==> config.mk <==
export PLATFORM = sky130hd
export DESIGN_NAME = uart_cmd_host
export DESIGN_NICKNAME = d
export VERILOG_FILES = /design/src/rtl/uart_cmd_pkg.sv /design/src/rtl/uart_cmd_host_rsp_timer.sv /design/src/rtl/uart_cmd_host.sv
export SDC_FILE = /design/constraint.sdc
export NUM_CORES = 1
export LEC_CHECK = 0
export CAP_MARGIN = 20
export CORE_ASPECT_RATIO = 1.25
export CORE_UTILIZATION = 63
export CTS_CLUSTER_DIAMETER = 150
export DETAILED_ROUTE_END_ITERATION = 16
export DONT_BUFFER_PORTS = 1
export MAX_ROUTING_LAYER = met4
export PLACE_DENSITY = 0.78
export SYNTH_ARGS = -nofsm -noshare
export SYNTH_HDL_FRONTEND = slang
export SYNTH_SLANG_ARGS = --single-unit
==> constraint.sdc <==
create_clock -name CLK -period 2.5 [get_ports CLK]
set_input_delay 0.625 -clock CLK [delete_from_list [all_inputs] [get_ports CLK]]
set_output_delay 0.625 -clock CLK [all_outputs]
set_load 0.05 [all_outputs]
==> src/rtl/uart_cmd_pkg.sv <==
// Shared definitions for the UART command host: opcodes, command and state
// encodings, and per-command frame/response length lookups.
package uart_cmd_pkg;

    localparam logic [7:0] OP_RF_WR   = 8'hAA;
    localparam logic [7:0] OP_RF_RD   = 8'hBB;
    localparam logic [7:0] OP_ALU_OP  = 8'hCC;
    localparam logic [7:0] OP_ALU_NOP = 8'hDD;

    typedef enum logic [1:0] {
        CMD_RF_WR   = 2'd0,
        CMD_RF_RD   = 2'd1,
        CMD_ALU_OP  = 2'd2,
        CMD_ALU_NOP = 2'd3
    } cmd_type_e;

    typedef enum logic [1:0] {
        ST_IDLE     = 2'd0,
        ST_SEND     = 2'd1,
        ST_WAIT_RSP = 2'd2
    } state_e;

    // Index of the final byte of the request frame.
    function automatic logic [1:0] frame_last_idx(input cmd_type_e t);
        logic [1:0] r;
        case (t)
            CMD_RF_WR:   r = 2'd2;
            CMD_RF_RD:   r = 2'd1;
            CMD_ALU_OP:  r = 2'd3;
            CMD_ALU_NOP: r = 2'd1;
            default:     r = 2'd1;
        endcase
        return r;
    endfunction

    // Number of response bytes expected after the frame.
    function automatic logic [1:0] rsp_len(input cmd_type_e t);
        logic [1:0] r;
        case (t)
            CMD_RF_WR:   r = 2'd0;
            CMD_RF_RD:   r = 2'd1;
            CMD_ALU_OP:  r = 2'd2;
            CMD_ALU_NOP: r = 2'd2;
            default:     r = 2'd0;
        endcase
        return r;
    endfunction

endpackage

==> src/rtl/uart_cmd_host_rsp_timer.sv <==
// Response inactivity timer: synchronous clear, count enable, and a
// terminal-count flag at TMO_CYC-1.
module rsp_timer #(
    parameter int TMO_W   = 16,
    parameter int TMO_CYC = 1000
) (
    input  logic clk_i,
    input  logic rst_ni,
    input  logic clr_i,
    input  logic en_i,
    output logic tc_o
);

    localparam logic [TMO_W-1:0] TC_VAL = TMO_W'(TMO_CYC - 1);

    logic [TMO_W-1:0] cnt_q;

    // Clear has priority over enable so a byte arriving restarts the window.
    always_ff @(posedge clk_i or negedge rst_ni) begin
        if (!rst_ni) begin
            cnt_q <= '0;
        end else if (clr_i) begin
            cnt_q <= '0;
        end else if (en_i) begin
            cnt_q <= cnt_q + TMO_W'(1);
        end else begin
            cnt_q <= cnt_q;
        end
    end

    assign tc_o = (cnt_q == TC_VAL);

endmodule

==> src/rtl/uart_cmd_host.sv <==
// Host-side UART command initiator: serializes one command into a byte frame,
// then gathers the response bytes or reports a timeout.
module uart_cmd_host
    import uart_cmd_pkg::*;
#(
    parameter int DATA_WIDTH = 8,
    parameter int RF_ADDR    = 4,
    parameter int TMO_W      = 16,
    parameter int TMO_CYC    = 1000
) (
    input  logic                  CLK,
    input  logic                  RST,
    input  logic                  CMD_VLD,
    output logic                  CMD_RDY,
    input  logic [1:0]            CMD_TYPE,
    input  logic [RF_ADDR-1:0]    CMD_ADDR,
    input  logic [DATA_WIDTH-1:0] CMD_A,
    input  logic [DATA_WIDTH-1:0] CMD_B,
    input  logic [3:0]            CMD_FUN,
    output logic [DATA_WIDTH-1:0] TX_DATA,
    output logic                  TX_VLD,
    input  logic                  TX_RDY,
    input  logic [DATA_WIDTH-1:0] RX_DATA,
    input  logic                  RX_VLD,
    output logic                  RSP_VLD,
    output logic [15:0]           RSP_DATA,
    output logic                  RSP_TMO,
    output logic                  BUSY
);

    state_e                state_q;
    cmd_type_e             type_q;
    logic [DATA_WIDTH-1:0] addr_q;
    logic [DATA_WIDTH-1:0] a_q;
    logic [DATA_WIDTH-1:0] b_q;
    logic [DATA_WIDTH-1:0] fun_q;
    logic [1:0]            idx_q;
    logic [DATA_WIDTH-1:0] tx_data_q;
    logic                  tx_vld_q;
    logic                  rx_cnt_q;
    logic [7:0]            rx_buf_q;
    logic                  rsp_vld_q;
    logic [15:0]           rsp_data_q;
    logic                  rsp_tmo_q;

    logic                  tmo_tc_s;
    logic                  tmr_clr_s;
    logic                  tmr_en_s;
    logic [7:0]            rx_byte_s;
    logic [15:0]           rsp_merge_s;
    logic                  rx_last_s;
    logic                  tx_last_s;

    function automatic logic [DATA_WIDTH-1:0] frame_byte(
        input cmd_type_e             t,
        input logic [1:0]            idx,
        input logic [DATA_WIDTH-1:0] addr,
        input logic [DATA_WIDTH-1:0] a,
        input logic [DATA_WIDTH-1:0] b,
        input logic [DATA_WIDTH-1:0] fun
    );
        logic [DATA_WIDTH-1:0] r;
        case (t)
            CMD_RF_WR: begin
                case (idx)
                    2'd0:    r = DATA_WIDTH'(OP_RF_WR);
                    2'd1:    r = addr;
                    default: r = a;
                endcase
            end
            CMD_RF_RD:   r = (idx == 2'd0) ? DATA_WIDTH'(OP_RF_RD) : addr;
            CMD_ALU_OP: begin
                case (idx)
                    2'd0:    r = DATA_WIDTH'(OP_ALU_OP);
                    2'd1:    r = a;
                    2'd2:    r = b;
                    default: r = fun;
                endcase
            end
            CMD_ALU_NOP: r = (idx == 2'd0) ? DATA_WIDTH'(OP_ALU_NOP) : fun;
            default:     r = '0;
        endcase
        return r;
    endfunction

    assign tmr_clr_s = (state_q != ST_WAIT_RSP) || RX_VLD;
    assign tmr_en_s  = (state_q == ST_WAIT_RSP) && !rsp_vld_q;

    rsp_timer #(
        .TMO_W   (TMO_W),
        .TMO_CYC (TMO_CYC)
    ) u_rsp_timer (
        .clk_i  (CLK),
        .rst_ni (RST),
        .clr_i  (tmr_clr_s),
        .en_i   (tmr_en_s),
        .tc_o   (tmo_tc_s)
    );

    // Response assembly: byte 0 lands low, byte 1 high; single-byte reads are zero-extended.
    always_comb begin
        rx_byte_s = RX_DATA[7:0];
        if (rx_cnt_q) begin
            rsp_merge_s = {rx_byte_s, rx_buf_q};
        end else begin
            rsp_merge_s = {8'h00, rx_byte_s};
        end
        rx_last_s = ({1'b0, rx_cnt_q} == (rsp_len(type_q) - 2'd1));
        tx_last_s = (idx_q == frame_last_idx(type_q));
    end

    // Command FSM. The completion pulse is issued while still busy; IDLE follows a cycle later.
    always_ff @(posedge CLK or negedge RST) begin
        if (!RST) begin
            state_q    <= ST_IDLE;
            type_q     <= CMD_RF_WR;
            addr_q     <= '0;
            a_q        <= '0;
            b_q        <= '0;
            fun_q      <= '0;
            idx_q      <= 2'd0;
            tx_data_q  <= '0;
            tx_vld_q   <= 1'b0;
            rx_cnt_q   <= 1'b0;
            rx_buf_q   <= 8'h00;
            rsp_vld_q  <= 1'b0;
            rsp_data_q <= 16'h0000;
            rsp_tmo_q  <= 1'b0;
        end else begin
            rsp_vld_q <= 1'b0;
            case (state_q)
                ST_IDLE: begin
                    if (CMD_VLD) begin
                        type_q    <= cmd_type_e'(CMD_TYPE);
                        addr_q    <= DATA_WIDTH'(CMD_ADDR);
                        a_q       <= CMD_A;
                        b_q       <= CMD_B;
                        fun_q     <= DATA_WIDTH'(CMD_FUN);
                        idx_q     <= 2'd0;
                        tx_data_q <= frame_byte(cmd_type_e'(CMD_TYPE), 2'd0, DATA_WIDTH'(CMD_ADDR),
                                                CMD_A, CMD_B, DATA_WIDTH'(CMD_FUN));
                        tx_vld_q  <= 1'b1;
                        rx_cnt_q  <= 1'b0;
                        rx_buf_q  <= 8'h00;
                        state_q   <= ST_SEND;
                    end
                end
                ST_SEND: begin
                    if (rsp_vld_q) begin
                        state_q <= ST_IDLE;
                    end else if (tx_vld_q && TX_RDY) begin
                        if (tx_last_s) begin
                            tx_vld_q <= 1'b0;
                            if (rsp_len(type_q) == 2'd0) begin
                                rsp_vld_q  <= 1'b1;
                                rsp_data_q <= 16'h0000;
                                rsp_tmo_q  <= 1'b0;
                            end else begin
                                state_q <= ST_WAIT_RSP;
                            end
                        end else begin
                            idx_q     <= idx_q + 2'd1;
                            tx_data_q <= frame_byte(type_q, idx_q + 2'd1, addr_q, a_q, b_q, fun_q);
                        end
                    end
                end
                ST_WAIT_RSP: begin
                    if (rsp_vld_q) begin
                        state_q <= ST_IDLE;
                    end else if (RX_VLD) begin
                        if (rx_last_s) begin
                            rsp_vld_q  <= 1'b1;
                            rsp_data_q <= rsp_merge_s;
                            rsp_tmo_q  <= 1'b0;
                        end else begin
                            rx_buf_q <= rx_byte_s;
                            rx_cnt_q <= 1'b1;
                        end
                    end else if (tmo_tc_s) begin
                        rsp_vld_q  <= 1'b1;
                        rsp_data_q <= {8'h00, rx_buf_q};
                        rsp_tmo_q  <= 1'b1;
                    end
                end
                default: begin
                    state_q  <= ST_IDLE;
                    tx_vld_q <= 1'b0;
                end
            endcase
        end
    end

    assign CMD_RDY  = (state_q == ST_IDLE);
    assign BUSY     = (state_q != ST_IDLE);
    assign TX_DATA  = tx_data_q;
    assign TX_VLD   = tx_vld_q;
    assign RSP_VLD  = rsp_vld_q;
    assign RSP_DATA = rsp_data_q;
    assign RSP_TMO  = rsp_tmo_q;

endmodule

# Word-level counts from Yosys, hierarchy flattened
# Index checks and enable logic that the tools add are counted.
# Widths: inputs -> output; s select.
[word_totals]
out_inout_bits = 29
register_bits = 82
input_bits = 39
wordCells = 144
[op_classes]
eq_ne = 29
bitwise_logic = 1
muxes = 74
n_reduce_logical = 22
n_addsub = 3
[op_table]
columns = ["cell", "n"]
rows = [
  ["$mux 16", 11],
  ["$mux 8", 10],
  ["$pmux 8 s4", 2],
  ["$pmux 8 s2", 3],
  ["$pmux 16 s2", 1],
  ["$mux 2", 14],
  ["$mux 1", 24],
  ["$pmux 8 s3", 1],
  ["$ne 2x2->1 const B", 11],
  ["$reduce_and 5->1", 4],
  ["$pmux 2 s3", 3],
  ["$add 16x1->16 const B", 1],
  ["$eq 16x10->1 const B", 1],
  ["$ne 3x3->1 const B", 5],
  ["$eq 2x2->1 const B", 6],
  ["$logic_not 2->1", 5],
  ["$reduce_bool 2->1", 5],
  ["$eq 2x1->1 const B", 4],
  ["$reduce_and 8->1", 1],
  ["$pmux 1 s2", 3],
  ["$pmux 2 s2", 1],
  ["$reduce_or 2->1", 2],
  ["$pmux 1 s3", 1],
  ["$add 2x1->2 const B", 1],
  ["other kinds (8)", 9],
]

# Longest topological paths before layout
# Gate-level depths: netlist (run 1).
[depth]
word_depth = 14
depth_mapped = 9
mapped_depth_nobuf = 7

# Cells and area by module
# A second synthesis (run 1) with hierarchy kept.
[hier_totals]
hier_cells = 401
hier_area_um2 = 4420.5
[modules_own_cells]
columns = ["mod", "area_each_um2", "n_inst", "cells_each", "seq_area_each_um2"]
rows = [
  ["uart_cmd_host", 3508.4, 1, 314, 1651.6],
  ["rsp_timer", 912.1, 1, 87, 400.4],
]

# Worst setup path after synthesis (run 1)
# No wires, ideal clock.
[synth_path]
path_type = "flip-flop to flip-flop"
from = "register state_q[0]"
to = "register tx_data_q[4] (netlist: TX_DATA[4])"
synth_period_minus_slack_ns = 2.243
arrival_time_ns = 2.119
n_path_buf = 0
setup_slack_ns = 0.257
setup_ns = 0.125
stages_incl_launch_ff = 7
required_time_ns = 2.375
cell_sequence = "dfrtp_1 inv_1 ha_1 inv_1 nor2_1 o21a_1 mux2_2"
[synth_between]
elab_chain_cells = 3
word_cells_on_any_way = 9
cone_classes = "5 x eq/ne; 1 x mux; 3 x reduce/logical"
[synth_lines]
columns = ["element", "line_no", "rtl"]
rows = [
  ["start: declaration", "uart_cmd_host.sv:31", "state_e state_q;"],
  ["start signal: assignment", "uart_cmd_host.sv:115", "state_q <= ST_IDLE;"],
  ["start signal: assignment", "uart_cmd_host.sv:145", "state_q <= ST_SEND;"],
  ["start signal: assignment", "uart_cmd_host.sv:150", "state_q <= ST_IDLE;"],
  ["$logic_not 2->1 *", "--", ""],
  ["net CMD_RDY", "uart_cmd_host.sv:14", "output logic CMD_RDY,"],
  ["$ne 2x2->1 (no source line) or $reduce_bool 2->1 (tied branches)", "--", ""],
  ["$reduce_and 5->1 (no source line)", "--", ""],
  ["end signal: assignment", "uart_cmd_host.sv:140", "tx_data_q <= frame_byte(cmd_type_e'(CMD_TYPE), 2'd0, DATA_WIDTH'(CMD_ADDR),"],
  ["end signal: assignment", "uart_cmd_host.sv:163", "tx_data_q <= frame_byte(type_q, idx_q + 2'd1, addr_q, a_q, b_q, fun_q);"],
  ["end: declaration", "uart_cmd_host.sv:38", "logic [DATA_WIDTH-1:0] tx_data_q;"],
]
# The timed path passes the listed nets; every way through them passes the cells marked *.
# A chain may end at the register's enable or synchronous reset.

# Final worst setup path (run 1)
[layout_path]
from = "register state_q[0]"
to = "register rx_cnt_q"
[layout_between]
elab_chain_cells = 3
word_cells_on_any_way = 9
cone_classes = "5 x eq/ne; 1 x mux; 3 x reduce/logical"
[layout_lines]
columns = ["element", "line_no", "rtl"]
rows = [
  ["$eq 2x2->1 or $logic_not 2->1 (tied branches)", "uart_cmd_host.sv:131", "case (state_q)"],
  ["$ne 2x2->1 (no source line) or $reduce_bool 2->1 (tied branches)", "--", ""],
  ["$reduce_and 5->1 (no source line)", "--", ""],
  ["end signal: assignment", "uart_cmd_host.sv:124", "rx_cnt_q <= 1'b0;"],
  ["end signal: assignment", "uart_cmd_host.sv:143", "rx_cnt_q <= 1'b0;"],
  ["end signal: assignment", "uart_cmd_host.sv:177", "rx_cnt_q <= 1'b1;"],
  ["end: declaration", "uart_cmd_host.sv:40", "logic rx_cnt_q;"],
]
# Parallel ways exist; a longest one is shown, timed or not.

==> results of run 1 <==
[logic make-up (layout without fill, tap and decap cells)]
logic type	count (synthesis)	in the layout
AO/OA/AOI/OAI	67	67
adder cells (fa/ha/maj)	8	8
AND/OR/NAND/NOR	137	137
buffers and inverters	43	47
multiplexers	57	57
flip-flops	82	82
XOR/XNOR	15	15
[through the flow]
step                  util  instance area [sq um]
detailed placement  0.6648                   4364
finish              0.6918                   4542
global placement    0.6648                   4364
CTS                 0.6916                   4541
global route        0.6918                   4542
floorplan                -                   4285
[state kept, by name, indices dropped and copies added (netlist names), 4 cells and up]
signal             cells
addr_q                 4
b_q                    8
TX_DATA                8
a_q                    8
rx_buf_q               8
RSP_DATA              16
fun_q                  4
u_rsp_timer.cnt_q     16
[metal layers]
layer / track usage / vias to the layer above
met5: - / -
met4: 0.1528 / 0
met3: 0.06009 / 29
met2: 0.4565 / 80
met1: 0.2997 / 1484
li1: - / 1430
[power by group through the flow]
stage	clock (W)	combinational, W	sequential, W
final	0.000880	0.0000127	0.00132
after global routing	0.000936	0.0000139	0.00133
after CTS	0.000887	0.0000126	0.00133
after detailed placement	0	0.0000126	0.00135
after global placement	0	0.0000125	0.00135
after floorplan	0	0.0000108	0.00135
[worst max path at each step]
stage | from | end | slack (ns) | cells after the start
5_1_grt | state_q[0]$_DFFE_PN0P_ | rx_cnt_q$_DFFE_PN0P_ | 0.05 | 5
3_5_place_dp | state_q[1]$_DFFE_PN0P_ | RSP_DATA[4]$_DFFE_PN0P_ | 0.16 | 7
6_report | state_q[0]$_DFFE_PN0P_ | rx_cnt_q$_DFFE_PN0P_ | 0.26 | 5
2_1_floorplan | state_q[0]$_DFFE_PN0P_ | TX_DATA[4]$_DFFE_PN0P_ | 0.26 | 6
4_1_cts | state_q[1]$_DFFE_PN0P_ | RSP_DATA[4]$_DFFE_PN0P_ | 0.15 | 7
3_3_place_gp | TX_RDY | RSP_DATA[4]$_DFFE_PN0P_ | 0.24 | 5
[synthesized netlist by cell type (all sizes together), types with 2 or more instances]
library cell	count
dfrtp	82
nand2	45
mux2	38
nor2	25
o21ai	23
inv	19
mux2i	19
clkbuf	18
nor2b	13
a21oi	11
xor2	10
and3	9
nand3	9
ha	8
a31oi	7
buf	6
nand2b	6
nor3	6
xnor2	5
a221oi	4
nand3b	4
nand4	4
a22oi	3
nor4b	3
a41oi	2
and2b	2
and4	2
o211ai	2
o221ai	2
o311ai	2
or3	2
[worst reg2reg max path: stages, from the launching register on]
cell and delay (ns):
sky130_fd_sc_hd__dfrtp_1 0.39, sky130_fd_sc_hd__inv_1 0.11, sky130_fd_sc_hd__ha_1 0.39, sky130_fd_sc_hd__nor2_1 0.09, sky130_fd_sc_hd__o21ai_1 0.74, sky130_fd_sc_hd__mux2_2 0.41
[final cells by class]
cell class / count / area, sq um / area share
Sequential cell: 82 / 2052 / 0.4518
Multi-Input combinational cell: 284 / 2043 / 0.4499
Clock buffer: 9 / 123.9 / 0.02727
Tap cell: 87 / 108.9 / 0.02397
Timing Repair Buffer: 12 / 90.09 / 0.01983
Inverter: 19 / 71.32 / 0.01570
Clock inverter: 7 / 52.55 / 0.01157
[cells in the final DEF (no fill, tap or decap), drive strengths merged, types with 3 or more instances in the layout]
cell type,netlist,final
nor3,6,6
a22oi,3,3
and3,9,9
nor2,25,25
mux2i,19,19
dfrtp,82,82
ha,8,8
nand4,4,4
nor4b,3,3
mux2,38,38
xor2,10,10
o21ai,23,23
a21oi,11,11
nor2b,13,13
clkbuf,18,9
inv,19,21
a31oi,7,7
a221oi,4,4
nand2,45,45
nand3b,4,4
buf,6,12
nand3,9,9
xnor2,5,5
clkinv,0,4
nand2b,6,6
[repair_timing]
item                                   in CTS  in global routing
endpoints found under the hold margin      82                 82
resized for setup                           0                  1
setup endpoints to repair                   0                  7
==> results summary, run 1 <==
For this run, the total global-route usage over all layers was measured as 0.2754. The insertion delay of the later-clocked pin in the worst-skew pair is 0.37 ns. The share of total power dissipated in combinational logic is 0.006. The run finished, with violations left. The remaining routing DRC violations is 0. The delay of the slowest critical-path stage came out at 0.74 ns.

The mux contribution to synthesized area came out at 0.1451. The highest layer touched by signal routing is met4. The fraction of layout cells with a size suffix above 1 is 0.1913.

The number of sinks handled by clock tree synthesis is 82. The critical path goes through inv_1, ha_1, nor2_1, o21ai_1, mux2_2. The highest-delay cell along the critical path is sky130_fd_sc_hd__o21ai_1. The worst register-to-register path ends at rx_cnt_q$_DFFE_PN0P_.

Power spread over the standard cell area amounts to 488.2 nW/um^2. The required time of the worst setup path came out at 2.75 ns. During I/O placement, the number of pins put on the boundary was 68. Using the TritonRoute via totals, the vias-per-cell ratio works out to 6.046. The via count of the first global-routing pass came out at 3082.

The synthesized instance count is 409. The pre-CTS worst setup slack is 0.1580 ns. In the final routed layout, each cell accounts on average for 17.33 um. Among cell families on the critical path, the largest total delay comes from compound AO/OA/AOI/OAI gates. Setup repair after global routing left no endpoint under its margin. The synthesized netlist contains 63 unique library cells. The critical path is of the flop to flop type. The post-route clock period utilization came out at 0.8955. Of the total synthesized cell area, the portion taken by full adders, half adders and majority gates is 0.02336. The routability congestion estimate came out at 0.9760.

The worst setup path is launched from a flop. The max-slew violation count is 0. The placed wire-length estimate after detailed placement is 6.122 mm.

The area of the core is 6565 sq um. Internal power comes to 0.001700 W. The flip-flop and latch count after synthesis came out at 82. The non-filler instance count after layout came out at 500. The remaining antenna violation count after routing came out at 0. The horizontal die dimension came out at 75.77 um.

The post-route setup TNS is 0 ns. Yosys printed 0 warnings. After synthesis, the largest family of logic cells by area is simple AND/OR/NAND/NOR gates. Of the total synthesized cell area, the portion taken by XOR and XNOR cells is 0.03066. The synthesized netlist occupies a cell area of 4285 sq um. The initial standard-cell utilization of the core is 0.6528. The switching power is 0.0005179 W. The post-CTS setup repair buffer count came out at 0. The largest fanout on the critical path came out at 17.

Of the synthesized area, sequential elements account for 0.4788. TritonCTS built the clock tree. The root buffer cell is sky130_fd_sc_hd__clkbuf_8. The number of hold-slack violations in the final timing report came out at 82. The mean post-synth cell area came out at 10.48 sq um.

The checks that failed: hold timing. The share of synthesized area in the top cell type comes to 0.4788. After layout, the worst setup slack is 0.2612 ns. The repair_antennas step left the layout with diodes totalling 0. The fill cell total of the finished layout is 485. The met3 layer wire length in the routed design came out at 399 um.

The area share of and/or/nand/nor cells after synthesis came out at 0.1743. Clock skew on the completed layout was measured at 0.01578 ns. Across all register-to-register paths, the minimum setup slack is 0.26 ns. The switching part of the total power is 0.2335.

From bottom edge to top edge, the die measures 94.21 um. The overall routed net length is 8.663 mm. The hold slack came out at -0.05618 ns. VDD sags by at most 330.2 uV. The first-pass GRT wire length came out at 14.26 mm. The number of rows created at floorplan is 33. The number of H-tree branching levels came out at 3.

The cell count after placement came out at 484. The number of synthesized flops with an enable pin is 0. The sum of met2 wire segment lengths after detailed routing is 4.549 mm. Entering global routing, the biggest net connects 83 pins.

The layout-stage area growth over the synthesis result is 5.985%. The via count came out at 3023. The worst pin sits at a relative slew slack of 0.3834.

The number of buffers added on ports came out at 0. The most common flop cell mapped by yosys is sky130_fd_sc_hd__dfrtp_1. The number of antenna violations at the first check in global routing is 0.

In the final design database the tool counted 455 nets. For the pin with the worst max-slew slack, the measured transition is 0.9187 ns. sky130_fd_sc_hd__dfrtp_1 takes more of the synthesized area than any other cell.

The reported max-cap violation count is 0. The post-layout minimum cycle time came out at 2.239 ns. The worst setup path is captured at a flop. Global routing finished with a remaining overflow of 0. Clock-pin slew was measured on the worst setup and hold paths at 0.09 ns. The combined buffer and inverter count along the critical path came out at 1.

The total nets after synthesis is 456. The number of DRC markers after the initial detailed-route iteration is 222. Sorting the synthesized cells by area gives the leading types as sky130_fd_sc_hd__dfrtp_1, sky130_fd_sc_hd__mux2_2, sky130_fd_sc_hd__mux2i_1. Data arrives at the worst endpoint at 2.48 ns. The power share of the clock group came out at 0.397. Timing would allow up to 446.7 MHz. The number of cells on the worst reg-to-reg path came out at 5.

In this run the worst hold path is classified as input pin to asynchronous set/reset pin. The CTS buffer count came out at 9. The static leakage is 2.168 nW. The count of TritonRoute iterations in the first routing pass came out at 4.

The startpoint identified for the worst register-to-register timing path is state_q[0]$_DFFE_PN0P_. Overall power consumption after layout is estimated at 0.002218 W. The post-synthesis compound-gate area fraction is 0.1031. The number of setup violations in the final report came out at 0. The routed length on met1 is 3.381 mm.

The clock passes through at most 2 buffers. For this run, asynchronously set or reset flops after synthesis account for 1.000. The area of the die came out at 7138 sq um.

The share of power burned in registers came out at 0.597.
Note: power is estimated with default switching activity, not from simulation.
==> run 2, diff against run 1 <==
--- a/config.mk
+++ b/config.mk
@@ -7,12 +7,12 @@
 export LEC_CHECK = 0
 export CAP_MARGIN = 20
 export CORE_ASPECT_RATIO = 1.25
-export CORE_UTILIZATION = 63
+export CORE_UTILIZATION = 64
 export CTS_CLUSTER_DIAMETER = 150
 export DETAILED_ROUTE_END_ITERATION = 16
 export DONT_BUFFER_PORTS = 1
 export MAX_ROUTING_LAYER = met4
-export PLACE_DENSITY = 0.78
+export PLACE_DENSITY = 0.79
 export SYNTH_ARGS = -nofsm -noshare
 export SYNTH_HDL_FRONTEND = slang
 export SYNTH_SLANG_ARGS = --single-unit
==> constraint.sdc (replaced) <==
create_clock -name CLK -period 2.8 [get_ports CLK]
set_input_delay 0.7 -clock CLK [delete_from_list [all_inputs] [get_ports CLK]]
set_output_delay 0.7 -clock CLK [all_outputs]
set_load 0.05 [all_outputs]
==> results summary, run 2 (synthesized netlist as in run 1, its figures left out) <==
The number of hold-slack violations in the final timing report came out at 0 (-100%). The power per standard cell area was 466.5 nW/um^2 (-4.5%). The worst path arrival time is 2.68 ns (+0.20 ns). The remaining routing DRC violations is 0 (unchanged). The number of buffers added on ports is 0 (unchanged). The routed length per placed instance is 17.44 um (+0.68%). The path class of the tightest hold or removal check is input pin to asynchronous set/reset pin.

The placed wire-length estimate after detailed placement is 6.056 mm (-1.1%). The first-pass GRT wire length came out at 14.41 mm (+1.1%). The top cell types in the final layout, fill and taps aside, are sky130_fd_sc_hd__dfrtp_1, sky130_fd_sc_hd__nand2_1, sky130_fd_sc_hd__mux2_2. The via count of the first global-routing pass is 3085 (+0.097%).

The number of cells on the worst reg-to-reg path is 4 (-1). The endpoint class of the critical path is a flop. The post-CTS setup repair buffer count was 0 (unchanged).

The critical register-to-register path endpoint is RSP_DATA[6]$_DFFE_PN0P_. The clock-pin transition on the worst setup and hold timing paths came out at 0.09 ns (about the same). The fill cell total of the finished layout came out at 526 (+8.5%). The root buffer cell is sky130_fd_sc_hd__clkbuf_8.

The static leakage is 2.156 nW (-0.55%). The area of the core came out at 6524 sq um (-0.63%). The post-layout minimum cycle time is 2.442 ns (+0.2033 ns). The number of antenna violations at the first check in global routing came out at 0 (unchanged). The horizontal die dimension is 75.19 um (-0.77%). The max-slew violation count is 0 (unchanged).

The layout-stage area growth over the synthesis result is 5.985% (unchanged). The count of nets after finishing came to 451 (-0.88%). The reported max-cap violation count is 0 (unchanged).

The maximum VDD drop came out at 341.3 uV (+3.4%). TritonCTS built the clock tree. The fraction of layout cells with a size suffix above 1 came out at 0.1765 (-0.01481). The critical path is of the flop to flop type. The number of sinks handled by clock tree synthesis is 82 (unchanged).

The hold-fix buffer count after cts came out at 0. The global router's overall resource usage is 0.2821 (+0.006720). The CTS buffer count came out at 9 (unchanged). The setup slack of the most critical reg-to-reg path came out at 0.36 ns (+0.10 ns).

The library cell used most frequently in the layout, excluding fill and tap cells, is sky130_fd_sc_hd__dfrtp_1. The insertion delay of the later-clocked pin in the worst-skew pair came out at 0.35 ns (-0.02 ns). The fraction of the core area covered by cells at the end of the flow is 0.6962 (+0.004379). The antenna diode instance count is 0 (unchanged). The worst setup margin is 0.3579 ns (+0.09673 ns). The largest fanout on the critical path is 17 (unchanged). The count of cells resized by post-cts repair was 0 (unchanged). The post-route setup TNS came to 0 ns (unchanged). The pre-CTS worst setup slack came out at 0.3075 ns (+0.1495 ns). The fmax is 409.5 MHz (-8.3%). The hold slack came out at 0.03148 ns (+0.08766 ns). The actual transition at the worst max-transition pin is 0.9951 ns (+0.07639 ns).

The post-route clock period utilization came out at 0.8722 (-0.02335). The global route total overflow was 0 (unchanged). The routability congestion estimate came out at 0.9328 (-4.4%). In this run the critical register-to-register path is launched from type_q[1]$_DFFE_PN0P_. The initial standard-cell utilization of the core came out at 0.6569 (+0.004131). The worst slew slack as a fraction of its limit came out at 0.3366 (-0.04682). The run finished with clean final reports. The cell family contributing the most delay on the critical path is compound AO/OA/AOI/OAI gates. The number of top-level design ports is 68 (unchanged). The clock tree buffer depth came out at 2 (unchanged). The overall routed net length came out at 8.635 mm (-0.32%).

The number of H-tree branching levels came out at 3 (unchanged). The setup clock skew after layout is 0.01328 ns (-0.002499 ns). The required time of the worst setup path is 3.04 ns (+0.29 ns). The delay of the slowest critical-path stage is 0.86 ns (+0.12 ns). The number of setup violations in the final report came out at 0 (unchanged). The number of rows created at floorplan came out at 33 (unchanged). The chip height is 93.49 um (-0.77%). The largest net degree at the start of global routing is 83 (unchanged). The critical path goes through and2_2, o21ai_1, a311o_1, mux2_2.

The worst setup path is launched from a flop. Setup repair after global routing left no endpoint under its margin. The combined buffer and inverter count along the critical path came out at 0 (-1). The highest-delay cell along the critical path is sky130_fd_sc_hd__a311o_1. The via density per instance came out at 6.026 (-0.33%). The area of the die is 7029 sq um (-1.5%).

The count of TritonRoute iterations in the first routing pass is 4 (unchanged). The remaining antenna violation count after routing is 0 (unchanged). The via count came out at 2983 (-1.3%). The number of DRC markers after the initial detailed-route iteration is 215 (-3.2%).
-- run 2: cell types whose count changed in the layout (fill, tap and decap cells not counted) --
| cell | before | now |
|---|---|---|
| sky130_fd_sc_hd__buf_4 | 12 | 8 |
| sky130_fd_sc_hd__bufinv_16 | 0 | 2 |
| sky130_fd_sc_hd__clkinv_4 | 2 | 0 |
| sky130_fd_sc_hd__inv_6 | 2 | 0 |
| sky130_fd_sc_hd__a311o_1 | 0 | 1 |
| sky130_fd_sc_hd__a311o_2 | 1 | 0 |
| sky130_fd_sc_hd__clkbuf_1 | 0 | 1 |
| sky130_fd_sc_hd__clkinv_2 | 2 | 1 |
| sky130_fd_sc_hd__clkinvlp_4 | 1 | 2 |
-- run 2: how the worst max path moves through the flow --
stage                      startpoint                 endpoint  depth (start not counted)
2_1_floorplan  state_q[0]$_DFFE_PN0P_   TX_DATA[4]$_DFFE_PN0P_                          6
3_3_place_gp                   TX_RDY  RSP_DATA[4]$_DFFE_PN0P_                          5
3_5_place_dp                   TX_RDY  RSP_DATA[6]$_DFFE_PN0P_                          5
4_1_cts         type_q[1]$_DFFE_PN0P_  RSP_DATA[6]$_DFFE_PN0P_                          4
5_1_grt        state_q[1]$_DFFE_PN0P_  RSP_DATA[6]$_DFFE_PN0P_                          7
6_report        type_q[1]$_DFFE_PN0P_  RSP_DATA[6]$_DFFE_PN0P_                          4
-- run 2: through the flow --
step / area (sq um) / power, W / instances
2_1_floorplan: 4285 / 0.001217 / 409
3_3_place_gp: 4327 / 0.001217 / 479
3_5_place_dp: 4327 / 0.001217 / 479
4_1_cts: 4534 / 0.002138 / 494
5_1_grt: 4542 / 0.002181 / 495
6_report: 4542 / 0.002119 / 495
-- run 2: routing by layer --
layer	global-route usage	wire (um)	vias to the layer above	part of all wire
li1	-	-	1428	-
met1	0.3345	3517	1450	0.41
met2	0.4565	4449	83	0.52
met3	0.06250	466	22	0.054
met4	0.1250	202	0	0.023
met5	-	0	-	0
-- run 2: layout make-up --
cell class | instances | area [sq um] | area share
Tap cell | 87 | 108.9 | 0.02397
Timing Repair Buffer | 8 | 60.06 | 0.01322
Clock inverter | 5 | 80.08 | 0.01763
Sequential cell | 82 | 2052 | 0.4518
Inverter | 19 | 71.32 | 0.01570
Multi-Input combinational cell | 284 | 2042 | 0.4496
Clock buffer | 10 | 127.6 | 0.02810
-- run 2: power breakdown --
| group | switching (W) | leakage (nW) | internal [W] |
|---|---|---|---|
| Sequential | 0 | 1.08 | 0.00118 |
| Clock | 0.000429 | 0.0984 | 0.000496 |
| Combinational | 0.00000472 | 0.979 | 0.00000591 |
| Total | 0.000433 | 2.16 | 0.00169 |
==> run 3, diff against run 2 <==
--- a/config.mk
+++ b/config.mk
@@ -7,12 +7,14 @@
 export LEC_CHECK = 0
 export CAP_MARGIN = 20
 export CORE_ASPECT_RATIO = 1.25
-export CORE_UTILIZATION = 64
+export CORE_MARGIN = 4
+export CORE_UTILIZATION = 63
 export CTS_CLUSTER_DIAMETER = 150
+export CTS_CLUSTER_SIZE = 16
 export DETAILED_ROUTE_END_ITERATION = 16
 export DONT_BUFFER_PORTS = 1
 export MAX_ROUTING_LAYER = met4
-export PLACE_DENSITY = 0.79
+export PLACE_DENSITY = 0.78
 export SYNTH_ARGS = -nofsm -noshare
 export SYNTH_HDL_FRONTEND = slang
 export SYNTH_SLANG_ARGS = --single-unit
==> constraint.sdc (replaced) <==
create_clock -name CLK -period 2.5 [get_ports CLK]
set_input_delay 0.625 -clock CLK [delete_from_list [all_inputs] [get_ports CLK]]
set_output_delay 0.625 -clock CLK [all_outputs]
set_load 0.05 [all_outputs]
==> results summary, run 3 (synthesized netlist as in run 1, its figures left out) <==
The global router's overall resource usage is 0.2430 (-0.03912). The count of nets after finishing came out at 452 (+0.22%). The TritonCTS clock tree is built. The fmax came out at 423.2 MHz (+3.3%).

The number of rows created at floorplan is 33 (unchanged). The via count of the first global-routing pass is 3132 (+1.5%). In the layout the commonest cells are sky130_fd_sc_hd__dfrtp_1, sky130_fd_sc_hd__nand2_1, sky130_fd_sc_hd__mux2_2. The remaining antenna violation count after routing came out at 0 (unchanged). The area of the die was 8194 sq um (+17%).

The via density per instance is 6.038 (+0.20%). The count of cells resized by post-cts repair was 0 (unchanged). The clock tree buffer depth is 2 (unchanged). The number of buffers added on ports is 0 (unchanged). The reported max-cap violation count was 0 (unchanged). The number of cells on the worst reg-to-reg path came out at 5 (+1).

The worst register-to-register path begins at type_q[1]$_DFFE_PN0P_. The non-filler instance count after layout was 497 (+0.40%). Setup repair after global routing left no endpoint under its margin. The insertion delay of the later-clocked pin in the worst-skew pair is 0.36 ns (about the same). The worst slew slack as a fraction of its limit is 0.4758 (+0.1392).

The static leakage is 2.169 nW (+0.59%). The largest net degree at the start of global routing came out at 83 (unchanged). The endpoint class of the critical path is a flop. The remaining routing DRC violations came to 0 (unchanged). The antenna diode instance count is 0 (unchanged). The library cell used most frequently in the layout, excluding fill and tap cells, is sky130_fd_sc_hd__dfrtp_1. The chip height is 100.2 um (+7.2%).

The setup slack of the most critical reg-to-reg path is 0.14 ns (-0.22 ns). The required time of the worst setup path is 2.78 ns (-0.26 ns). The initial standard-cell utilization of the core came to 0.6487 (-0.008211). The largest fanout on the critical path is 17 (unchanged). The global route total overflow came out at 0 (unchanged). The actual transition at the worst max-transition pin is 0.7863 ns (-0.2088 ns). The routed length per placed instance was 17.91 um (+2.7%). The launching element of the worst setup path is type_q[1]$_DFFE_PN0P_. The overall power consumption came out at 0.002384 W (+13%). Relative to the synthesized area, the layout overhead comes to 6.394%. The routability congestion estimate came out at 0.8868 (-4.9%). The post-layout minimum cycle time was 2.363 ns (-0.07900 ns). The sequential cell area was 2052 sq um (unchanged).

The power per standard cell area is 522.9 nW/um^2 (+12%). The maximum VDD drop came out at 494.7 uV (+45%). The hold slack is -0.04777 ns (-0.07925 ns). The number of antenna violations at the first check in global routing came out at 0 (unchanged).

The horizontal die dimension came out at 81.77 um (+8.8%). The post-route setup TNS was 0 ns (unchanged). The type of the worst min-delay path is input pin to asynchronous set/reset pin. In this run the critical register-to-register path is captured at RSP_DATA[9]$_DFFE_PN0P_. The area taken by multi-input logic gates came to 2042 sq um (unchanged). The number of hold-slack violations in the final timing report came to 82 (+82). The placed wire-length estimate after detailed placement is 6.380 mm (+5.3%). The max-slew violation count is 0 (unchanged). The number of H-tree branching levels came to 3 (unchanged).

The worst path arrival time is 2.64 ns (-0.04 ns). The number of DRC markers after the initial detailed-route iteration came to 98 (-54%). The fraction of the core area covered by cells at the end of the flow is 0.6902 (-0.006051). The CTS buffer count came out at 9 (unchanged). The run finished, with violations left.

The worst setup path is launched from a flop. The fraction of layout cells with a size suffix above 1 is 0.1805 (+0.004017). The cell count after placement is 481 (+0.42%). The kind of critical path is flop to flop.

The post-route clock period utilization came to 0.9452 (+0.07306). The number of sinks handled by clock tree synthesis is 82 (unchanged). The area of the core was 6606 sq um (+1.3%).

The fill cell total of the finished layout is 507 (-3.6%). The clock-pin transition on the worst setup and hold timing paths came out at 0.09 ns (about the same). The overall routed net length is 8.903 mm (+3.1%). The post-CTS setup repair buffer count came to 0 (unchanged). The checks that failed: hold timing. The number of top-level design ports came out at 68 (unchanged). The count of TritonRoute iterations in the first routing pass came out at 4 (unchanged). The via count came to 3001 (+0.60%). The first-pass GRT wire length is 14.85 mm (+3.0%).

The number of setup violations in the final report came out at 0 (unchanged). The setup clock skew after layout came to 0.01049 ns (-0.002785 ns). The tree is rooted in a sky130_fd_sc_hd__clkbuf_8.
[run 3: changes by cell type in the layout (fill, tap and decap cells not counted), sizes merged]
| cell | before | now |
|---|---|---|
| clkinv | 1 | 2 |
| inv | 19 | 20 |
| clkinvlp | 2 | 1 |
| buf | 8 | 9 |
[run 3: cell type report]
type	instances	area share
clock buffer	10	0.02799
clock inverter	6	0.01976
tap	87	0.02387
multi-input combinational	284	0.4479
sequential	82	0.4501
inverter	19	0.01564
timing repair buffer	9	0.01482
[run 3: worst max-delay path by stage]
stage | depth (start not counted) | slack, ns | endpoint
2_1_floorplan | 6 | 0.26 | TX_DATA[4]$_DFFE_PN0P_
3_3_place_gp | 5 | 0.31 | RSP_DATA[9]$_DFFE_PN0P_
3_5_place_dp | 8 | 0.16 | RSP_DATA[9]$_DFFE_PN0P_
4_1_cts | 8 | 0.14 | RSP_DATA[9]$_DFFE_PN0P_
5_1_grt | 5 | 0.03 | RSP_DATA[14]$_DFFE_PN0P_
6_report | 5 | 0.14 | RSP_DATA[9]$_DFFE_PN0P_
[run 3: metal layers]
layer  global-route usage  up-vias  part of all wire
li1                     -     1422                 -
met1               0.2625     1475              0.38
met2               0.4169       83              0.54
met3              0.04847       21             0.047
met4               0.1202        0             0.031
met5                    -        -                 0
[run 3: worst max-delay path: stages (launching register included)]
cell and delay, ns:
sky130_fd_sc_hd__dfrtp_1 0.59, sky130_fd_sc_hd__and2_2 0.29, sky130_fd_sc_hd__o21ai_1 0.19, sky130_fd_sc_hd__a311o_1 0.72
sky130_fd_sc_hd__buf_4 0.28, sky130_fd_sc_hd__mux2i_1 0.21
[run 3: per-stage QoR]
stage / area (sq um) / hold WS, ns / setup slack [ns]
finish: 4559 / -0.04777 / 0.1369
global route: 4559 / -0.07265 / 0.02634
CTS: 4559 / -0.05980 / 0.1390
detailed placement: 4342 / 0.3313 / 0.1637
global placement: 4342 / 0.3315 / 0.3107
floorplan: 4285 / 0.3294 / 0.2567
[run 3: where the power goes]
group | switching (W) | leakage [nW] | internal [W]
clock | 0.000481 | 0.107 | 0.000566
combinational | 0.00000504 | 0.983 | 0.00000662
sequential | 0 | 1.08 | 0.00132
